===== config.mk =====
export PLATFORM = sky130hd
export DESIGN_NAME = wbn2apb_dec_flat
export DESIGN_NICKNAME = d
export VERILOG_FILES = /design/src/rtl/wbn2apb_dec_if.sv /design/src/rtl/wbn2apb_dec.sv /design/src/flat_wrapper.sv
export SDC_FILE = /design/constraint.sdc
export NUM_CORES = 1
export LEC_CHECK = 0
export BUFFER_PORTS_ARGS = -buffer_cell sky130_fd_sc_hd__buf_2
export CAP_MARGIN = 20
export CORE_AREA = 2 2 124 126
export CTS_CLUSTER_SIZE = 24
export DETAILED_ROUTE_END_ITERATION = 8
export DIE_AREA = 0 0 126 128
export GPL_TIMING_DRIVEN = 0
export PLACE_DENSITY = 0.65
export SLEW_MARGIN = 30
export SYNTH_ARGS = -nofsm -noshare
export SYNTH_HDL_FRONTEND = slang
export SYNTH_SLANG_ARGS = --single-unit

===== constraint.sdc =====
create_clock -name clk -period 2.4 [get_ports clk]
set_input_delay 0.12 -clock clk [delete_from_list [all_inputs] [get_ports clk]]
set_output_delay 0.12 -clock clk [all_outputs]
set_load 0.05 [all_outputs]

===== src/rtl/wbn2apb_dec_if.sv =====
// wbn2apb_dec_if: Wishbone classic slave side and APB4 master side of the bridge
interface wbn2apb_dec_if #(
   parameter int AW = 32,
   parameter int DW = 32,
   parameter int NS = 4
);
   localparam int SW = DW / 8;
   logic             wbn_cyc;
   logic             wbn_we;
   logic             wbn_stb;
   logic [AW-1:0]    wbn_adr;
   logic [SW-1:0]    wbn_sel;
   logic [DW-1:0]    wbn_dat_w;
   logic [DW-1:0]    wbn_dat_r;
   logic             wbn_ack;
   logic             wbn_err;
   logic             wbn_rty;
   logic [NS-1:0]    apb_psel;
   logic             apb_penable;
   logic             apb_pwrite;
   logic [SW-1:0]    apb_pstrb;
   logic [AW-1:0]    apb_paddr;
   logic [DW-1:0]    apb_pwdata;
   logic [NS*DW-1:0] apb_prdata;
   logic [NS-1:0]    apb_pready;
   logic [NS-1:0]    apb_pslverr;
   modport slave (
      input  wbn_cyc, wbn_we, wbn_stb, wbn_adr, wbn_sel, wbn_dat_w,
      output wbn_dat_r, wbn_ack, wbn_err, wbn_rty,
      output apb_psel, apb_penable, apb_pwrite, apb_pstrb, apb_paddr, apb_pwdata,
      input  apb_prdata, apb_pready, apb_pslverr
   );
   modport master (
      output wbn_cyc, wbn_we, wbn_stb, wbn_adr, wbn_sel, wbn_dat_w,
      input  wbn_dat_r, wbn_ack, wbn_err, wbn_rty,
      input  apb_psel, apb_penable, apb_pwrite, apb_pstrb, apb_paddr, apb_pwdata,
      output apb_prdata, apb_pready, apb_pslverr
   );
endinterface


===== src/rtl/wbn2apb_dec.sv =====
// wbn2apb_dec: Wishbone classic slave to APB4 master bridge with NS-way decode and wait timeout
module wbn2apb_dec #(
   parameter int AW      = 32,
   parameter int DW      = 32,
   parameter int NS      = 4,
   parameter int DEC_LSB = 12,
   parameter int TMO     = 16
) (
   input logic          clk,
   input logic          rst,
   wbn2apb_dec_if.slave bus
);
   localparam int SW = DW / 8;
   localparam int IW = NS > 1 ? $clog2(NS) : 1;
   localparam int CW = TMO > 0 ? $clog2(TMO + 1) : 1;
   typedef enum logic [1:0] {IDLE, SETUP, ACCESS, RESP} state_t;
   state_t        state_q, state_d;
   logic [IW-1:0] idx_q, idx_d;
   logic [AW-1:0] adr_q, adr_d;
   logic          we_q, we_d;
   logic [DW-1:0] wdat_q, wdat_d;
   logic [DW-1:0] dat_r_q, dat_r_d;
   logic [SW-1:0] strb_q, strb_d;
   logic [CW-1:0] cnt_q, cnt_d;
   logic          berr_q, berr_d;
   logic          abort_q, abort_d;
   logic [NS-1:0] oh;
   logic [DW-1:0] rdata;
   logic          rdy, slverr, req, valid, abort_now, tmo_hit;
   logic [IW-1:0] req_idx;
   // one-hot select of the latched slave and mux of its read data
   always_comb begin
      oh = '0;
      rdata = '0;
      for (int i = 0; i < NS; i++) begin
         oh[i] = idx_q == IW'(i);
         if (oh[i]) rdata = bus.apb_prdata[i*DW +: DW];
      end
   end
   assign rdy       = |(oh & bus.apb_pready);
   assign slverr    = |(oh & bus.apb_pslverr);
   assign req       = bus.wbn_cyc & bus.wbn_stb;
   assign req_idx   = bus.wbn_adr[DEC_LSB +: IW];
   assign valid     = 32'(req_idx) < NS;
   assign abort_now = abort_q | ~bus.wbn_cyc;
   assign tmo_hit   = (TMO > 0) && (32'(cnt_q) + 32'd1 >= 32'(TMO));
   // next state: decode in IDLE, APB handshake, timeout and abort bookkeeping
   always_comb begin
      state_d = state_q;
      idx_d   = idx_q;
      adr_d   = adr_q;
      we_d    = we_q;
      wdat_d  = wdat_q;
      dat_r_d = dat_r_q;
      strb_d  = strb_q;
      cnt_d   = cnt_q;
      berr_d  = berr_q;
      abort_d = abort_q;
      case (state_q)
         IDLE: if (req) begin
            idx_d   = req_idx;
            adr_d   = bus.wbn_adr;
            we_d    = bus.wbn_we;
            wdat_d  = bus.wbn_dat_w;
            strb_d  = bus.wbn_we ? bus.wbn_sel : '0;
            cnt_d   = '0;
            abort_d = 1'b0;
            berr_d  = ~valid;
            state_d = valid ? SETUP : RESP;
         end
         SETUP: begin
            cnt_d   = '0;
            abort_d = abort_now;
            state_d = ACCESS;
         end
         ACCESS: begin
            abort_d = abort_now;
            if (rdy) begin
               berr_d  = slverr;
               dat_r_d = we_q ? dat_r_q : rdata;
               state_d = abort_now ? IDLE : RESP;
            end else if (tmo_hit) begin
               berr_d  = 1'b1;
               state_d = abort_now ? IDLE : RESP;
            end else begin
               cnt_d = cnt_q + CW'(1);
            end
         end
         default: state_d = IDLE;
      endcase
   end
   // state register with synchronous reset clearing every output source
   always_ff @(posedge clk) begin
      if (rst) begin
         state_q <= IDLE;
         idx_q   <= '0;
         adr_q   <= '0;
         we_q    <= 1'b0;
         wdat_q  <= '0;
         dat_r_q <= '0;
         strb_q  <= '0;
         cnt_q   <= '0;
         berr_q  <= 1'b0;
         abort_q <= 1'b0;
      end else begin
         state_q <= state_d;
         idx_q   <= idx_d;
         adr_q   <= adr_d;
         we_q    <= we_d;
         wdat_q  <= wdat_d;
         dat_r_q <= dat_r_d;
         strb_q  <= strb_d;
         cnt_q   <= cnt_d;
         berr_q  <= berr_d;
         abort_q <= abort_d;
      end
   end
   assign bus.apb_psel    = (state_q == SETUP || state_q == ACCESS) ? oh : '0;
   assign bus.apb_penable = state_q == ACCESS;
   assign bus.apb_pwrite  = we_q;
   assign bus.apb_pstrb   = strb_q;
   assign bus.apb_paddr   = adr_q;
   assign bus.apb_pwdata  = wdat_q;
   assign bus.wbn_dat_r   = dat_r_q;
   assign bus.wbn_ack     = state_q == RESP && !berr_q;
   assign bus.wbn_err     = state_q == RESP && berr_q;
   assign bus.wbn_rty     = 1'b0;
endmodule

===== src/flat_wrapper.sv =====
// flat-port wrapper written by rule: the top's interface ports become plain ports
module wbn2apb_dec_flat 
#(
   parameter int AW      = 32,
   parameter int DW      = 32,
   parameter int NS      = 4,
   parameter int DEC_LSB = 12,
   parameter int TMO     = 16
)
  (clk, rst, bus_wbn_cyc, bus_wbn_we, bus_wbn_stb, bus_wbn_adr, bus_wbn_sel, bus_wbn_dat_w, bus_wbn_dat_r, bus_wbn_ack, bus_wbn_err, bus_wbn_rty, bus_apb_psel, bus_apb_penable, bus_apb_pwrite, bus_apb_pstrb, bus_apb_paddr, bus_apb_pwdata, bus_apb_prdata, bus_apb_pready, bus_apb_pslverr);
  wbn2apb_dec_if #(.AW(AW), .DW(DW), .NS(NS)) bus_i ();
  input logic clk;
  input logic rst;
  input wire logic [$bits(bus_i.wbn_cyc)-1:0] bus_wbn_cyc;
  input wire logic [$bits(bus_i.wbn_we)-1:0] bus_wbn_we;
  input wire logic [$bits(bus_i.wbn_stb)-1:0] bus_wbn_stb;
  input wire logic [$bits(bus_i.wbn_adr)-1:0] bus_wbn_adr;
  input wire logic [$bits(bus_i.wbn_sel)-1:0] bus_wbn_sel;
  input wire logic [$bits(bus_i.wbn_dat_w)-1:0] bus_wbn_dat_w;
  output wire logic [$bits(bus_i.wbn_dat_r)-1:0] bus_wbn_dat_r;
  output wire logic [$bits(bus_i.wbn_ack)-1:0] bus_wbn_ack;
  output wire logic [$bits(bus_i.wbn_err)-1:0] bus_wbn_err;
  output wire logic [$bits(bus_i.wbn_rty)-1:0] bus_wbn_rty;
  output wire logic [$bits(bus_i.apb_psel)-1:0] bus_apb_psel;
  output wire logic [$bits(bus_i.apb_penable)-1:0] bus_apb_penable;
  output wire logic [$bits(bus_i.apb_pwrite)-1:0] bus_apb_pwrite;
  output wire logic [$bits(bus_i.apb_pstrb)-1:0] bus_apb_pstrb;
  output wire logic [$bits(bus_i.apb_paddr)-1:0] bus_apb_paddr;
  output wire logic [$bits(bus_i.apb_pwdata)-1:0] bus_apb_pwdata;
  input wire logic [$bits(bus_i.apb_prdata)-1:0] bus_apb_prdata;
  input wire logic [$bits(bus_i.apb_pready)-1:0] bus_apb_pready;
  input wire logic [$bits(bus_i.apb_pslverr)-1:0] bus_apb_pslverr;
  assign bus_i.wbn_cyc = bus_wbn_cyc;
  assign bus_i.wbn_we = bus_wbn_we;
  assign bus_i.wbn_stb = bus_wbn_stb;
  assign bus_i.wbn_adr = bus_wbn_adr;
  assign bus_i.wbn_sel = bus_wbn_sel;
  assign bus_i.wbn_dat_w = bus_wbn_dat_w;
  assign bus_wbn_dat_r = bus_i.wbn_dat_r;
  assign bus_wbn_ack = bus_i.wbn_ack;
  assign bus_wbn_err = bus_i.wbn_err;
  assign bus_wbn_rty = bus_i.wbn_rty;
  assign bus_apb_psel = bus_i.apb_psel;
  assign bus_apb_penable = bus_i.apb_penable;
  assign bus_apb_pwrite = bus_i.apb_pwrite;
  assign bus_apb_pstrb = bus_i.apb_pstrb;
  assign bus_apb_paddr = bus_i.apb_paddr;
  assign bus_apb_pwdata = bus_i.apb_pwdata;
  assign bus_i.apb_prdata = bus_apb_prdata;
  assign bus_i.apb_pready = bus_apb_pready;
  assign bus_i.apb_pslverr = bus_apb_pslverr;
  wbn2apb_dec #(.AW(AW), .DW(DW), .NS(NS), .DEC_LSB(DEC_LSB), .TMO(TMO)) u_core (.clk(clk), .rst(rst), .bus(bus_i));
endmodule

# --- Word level (Yosys, flattened, before mapping) ---
# Index checks and enable logic that the tools add are counted.
word_totals:
  register_bits: 112
  out_inout_bits: 109
  elab_cells: 67
  in_bits: 209
op_classes:
  n_addsub: 2
  n_mux: 20
  n_eq_ne: 10
  reduce_logical: 18
  n_lt_le_gt_ge: 1
  n_bitwise: 6
op_table:
  columns: ["operator", "count"]
  rows:
  - ["$mux W32", 4]
  - ["$ge A32 B5 Y1 const B", 1]
  - ["$mux W5", 3]
  - ["$pmux W5 S3", 1]
  - ["$and A4 B4 Y4", 2]
  - ["$eq A2 B2 Y1 const B", 4]
  - ["$mux W2", 4]
  - ["$mux W4", 2]
  - ["$reduce_or A4 Y1", 2]
  - ["$add A5 B1 Y6 const B", 1]
  - ["$pmux W2 S3", 1]
  - ["$reduce_and A2 Y1", 3]
  - ["$reduce_and A3 Y1", 2]
  - ["$add A5 B1 Y5 const B", 1]
  - ["$eq A2 B1 Y1 const B", 2]
  - ["$logic_not A2 Y1", 2]
  - ["$ne A2 B2 Y1 const B", 2]
  - ["$pmux W1 S2", 2]
  - ["$reduce_and A4 Y1", 1]
  - ["$reduce_bool A2 Y1", 2]
  - ["$mux W1", 3]
  - ["$ne A3 B1 Y1 const B", 1]
  - ["$reduce_bool A3 Y1", 1]
  - ["$logic_and A1 B1 Y1", 2]
  - ["other kinds (7)", 8]

# --- Longest topological paths before layout ---
logic_depth:
  ltp_word: 6
  mapped_depth: 8
  ltp_nobuf: 7

# --- Worst setup path after synthesis ---
# Ideal clock, no wire load.
synth_path:
  kind: "reg-to-output"
  from: "register, netlist name u_core.bus.apb_paddr[13]"
  to: "output bus_apb_psel[0]"
  stages_incl_launch_ff: 4
  setup_slack_ns: 0.148
  required_time_ns: 2.280
  path_buffers: 2
  arrival_time_ns: 2.132
  cell_sequence: "dfxtp_1 buf_2 buf_1 nor3b_1"
synth_lines:
  columns: ["item", "line", "rtl"]
  rows:
  - ["end: declaration", "flat_wrapper.sv:24", "output wire logic [$bits(bus_i.apb_psel)-1:0] bus_apb_psel;"]

==> flow_metrics.py <==
metrics = {
    "timing": {
        "slew_viol_final": 0,
        "fin_crit_sh": 0.9269,
        "fmax_mhz": 449.5,
        "finalSetupTns_ps": 0,
        "slew-limit-headroom": 0.5935,
        "setup_viol": 0,
        "skew_ps": 9.664,
        "rsz0062_at_grt": "no",
        "min_period_ps": 2225,
        "fin_ws_ps": 175.4,
        "finalHoldViolCount": 0,
        "tightest_slew_ps": 609.8,
    },
    "worst_setup_path": {
        "worstPathArrival_ps": 2100,
        "slowest_delay_ps": 500,
        "crit_slowest_cell": "dfxtp_1",
        "r2r_slack_ps": 290,
        "cp.buffers_inverters": 3,
        "crit_chain": "buf_2, buf_1, and3b_1, buf_2",
        "ff2ff_path_depth": 7,
        "r2r_end": "u_core.bus.apb_pwdata[30]",
        "startpoint_type": "register",
        "worstPathMaxFanout": 10,
        "r2r_start": "u_core.state_q[0]",
        "cp.required_ps": 2280,
        "cp-end-kind": "output pin",
        "critPathTopFamily": "buffers and inverters",
        "path_class": "reg -> out",
        "timing.critical_path.mode_cell": "buf_2",
    },
    "hold_path": {
        "hold_depth": 3,
        "hold_end": "u_core.bus.apb_pwdata[14]",
        "min_from": "bus_wbn_dat_w[14]",
        "min_path_type": "in -> reg",
    },
    "pwr": {
        "p_leak_nw": 3.362,
        "finalPower_mw": 5.479,
        "peakVddDrop_uv": 387.6,
        "p_per_area_nw_per_um2": 736.2,
    },
    "final_layout": {
        "fin_cells": 1120,
        "final_layout_size_suffix_gt1_frac": 0.4088,
        "final_nets": 1140,
        "utilization": 0.5007,
        "antenna_cells": 0,
        "syn_to_final_growth_pct": 53.81,
    },
    "grt": {
        "busiest_layer": "met2",
        "use_met2": 0.3631,
        "grtUsageMet1": 0.2299,
        "grt_first_pass_wirelength_mm": 25.55,
        "grt_use_total": 0.2006,
        "grtUsageMet3": 0.04174,
        "grt-ovfl-total": 0,
        "grt_pass1_vias": 5096,
        "antenna_found_initial": 0,
        "grt_max_degree": 18,
    },
    "synth": {
        "ys_types": 37,
        "netlist_instances": 557,
        "synth_area_per_cell_sq_um": 8.687,
        "yosysSeqAreaShare": 0.4551,
        "synth-async-reset-ratio": 0,
        "synth_area_sq_um": 4838,
        "ys.flop_type": "dfxtp_1",
        "synth_nets": 770,
        "yosys_warnings": 0,
        "synth_edf_count": 0,
        "yosys_register_bits": 110,
    },
    "clock_tree": {
        "clockBufferDepth": 2,
        "cts_setup_buffers": 0,
        "numCtsBuffers": 9,
        "htreeDepth": 3,
        "cts_tree": "built",
        "path_clk_slew_ps": 70,
        "clock_sinks": 110,
        "clk_latency_ps": 350,
        "clockRootBuffer": "clkbuf_16",
    },
    "route": {
        "vias": 5333,
        "drcViolationCount": 0,
        "wl_mm": 16.87,
        "drt_iter0_drc": 205,
        "viasPerCell": 4.762,
        "wl_per_cell_um": 15.06,
        "drtPass1Iterations": 4,
        "final_antenna_net_count": 0,
    },
    "job": {
        "drv_cap": 0,
    },
    "placement": {
        "place.gp.congestion": 0.7996,
        "dp_slack_ps": 72.48,
        "hpwlAfterDp_mm": 12.82,
        "dp_cells": 1061,
        "io_buffers": 316,
    },
    "outcome": {
        "outcome": "complete, no violations",
    },
    "die": {
        "io_pins": 318,
        "die_y_um": 128,
        "die_area_sq_um": 16130,
        "fp.dieW_um": 126,
        "initial_core_util": 0.3255,
        "core-area_sq_um": 14860,
        "num_rows": 45,
    },
}
## sequential cells by signal (all words and copies together), names as in the netlist
name	cells
u_core.bus.apb_paddr	32
u_core.bus.apb_pwdata	32
u_core.bus.wbn_dat_r	32
u_core.cnt_q	5
u_core.bus.apb_pstrb	4
u_core.state_q	2
u_core.abort_q	1
u_core.berr_q	1
u_core.bus.apb_pwrite	1
## power breakdown
group | leakage, nW | internal, mW | switching, mW
clock network | 0.166 | 1.05 | 0.678
registers | 0.894 | 1.98 | 0.0815
logic | 2.30 | 0.561 | 1.13
total | 3.36 | 3.59 | 1.89
## worst min-delay path, delay by kind of cell
family | cells | cell delay, ps
AND/OR/NAND/NOR | 1 | 50
AO/OA/AOI/OAI | 1 | 50
buffers and inverters | 1 | 100
## cells in the mapped netlist (all sizes together), types with 4 or more instances
cell / count / area (sq um)
nor3: 4 / 25.02
clkbuf: 29 / 108.9
a31oi: 4 / 25.02
and3: 4 / 25.02
ha: 4 / 50.05
inv: 5 / 18.77
nand2: 205 / 769.5
mux4: 34 / 765.7
dfxtp: 110 / 2202
o21ai: 5 / 25.02
buf: 15 / 75.06
a21oi: 106 / 530.5
nand3: 9 / 50.05
## final cells by class
cell class	instances	area, sq um
fillers	1452	7422
inverters	5	18.77
multi-input cells	398	2434
flip-flops and latches	110	2202
repair buffers	360	2022
clock inverters	5	106.4
clock buffers	11	242.7
well taps	188	235.2
plain buffers	43	181.4
## cells by family after synthesis
logic type               Yosys count  share of synthesized area
AO/OA/AOI/OAI                    122                     0.1329
adder cells (fa/ha/maj)            4                    0.01034
buffers and inverters             49                    0.04189
flip-flops                       110                     0.4551
multiplexers                      34                     0.1583
other                              1                  0.0007751
AND/OR/NAND/NOR                  237                     0.2007
## stage by stage
stage	area, sq um	hold WS (ps)
5_1_grt	7442	1.175
3_5_place_dp	6655	366.3
2_1_floorplan	4838	256.0
4_1_cts	7445	0.7339
6_report	7442	12.25
3_3_place_gp	6655	361.9
## how the worst max path moves through the flow
stage / from / end / cells after the start
after global placement: u_core.state_q[0] / u_core.bus.apb_pwdata[30] / 7
after detailed placement: u_core.state_q[0] / u_core.bus.apb_pwdata[30] / 7
after global routing: u_core.state_q[0] / u_core.bus.apb_pwdata[27] / 7
after floorplan: u_core.bus.apb_paddr[13] / bus_apb_psel[0] / 3
after CTS: u_core.state_q[0] / u_core.bus.apb_pwdata[30] / 7
final: u_core.bus.apb_paddr[13] / bus_apb_psel[2] / 4
## routing by layer
metal	part of all wire	vias to the layer above
met5	0	-
met4	0.024	0
met3	0.067	25
met2	0.51	200
met1	0.40	2458
li1	-	2650
## cells in the final DEF, fill, tap and decap left out, drive strengths merged, types with 3 or more instances in the layout
cell type / Yosys / routed
dfxtp: 110 / 110
dlygate4sd3: 0 / 44
nor3: 4 / 4
o21ai: 5 / 5
a21oi: 106 / 106
nand2: 205 / 205
clkbuf: 29 / 40
bufinv: 0 / 3
buf: 15 / 330
nand3: 9 / 9
nor2: 3 / 3
inv: 5 / 5
and3: 4 / 4
a31oi: 4 / 4
mux4: 34 / 34
ha: 4 / 4
## repair_timing
item,CTS,global route
gates resized for setup,0,2
hold endpoints to repair,44,0
setup endpoints to repair,0,14
hold buffers,44,0
Note: power is estimated with default switching activity, not from simulation.
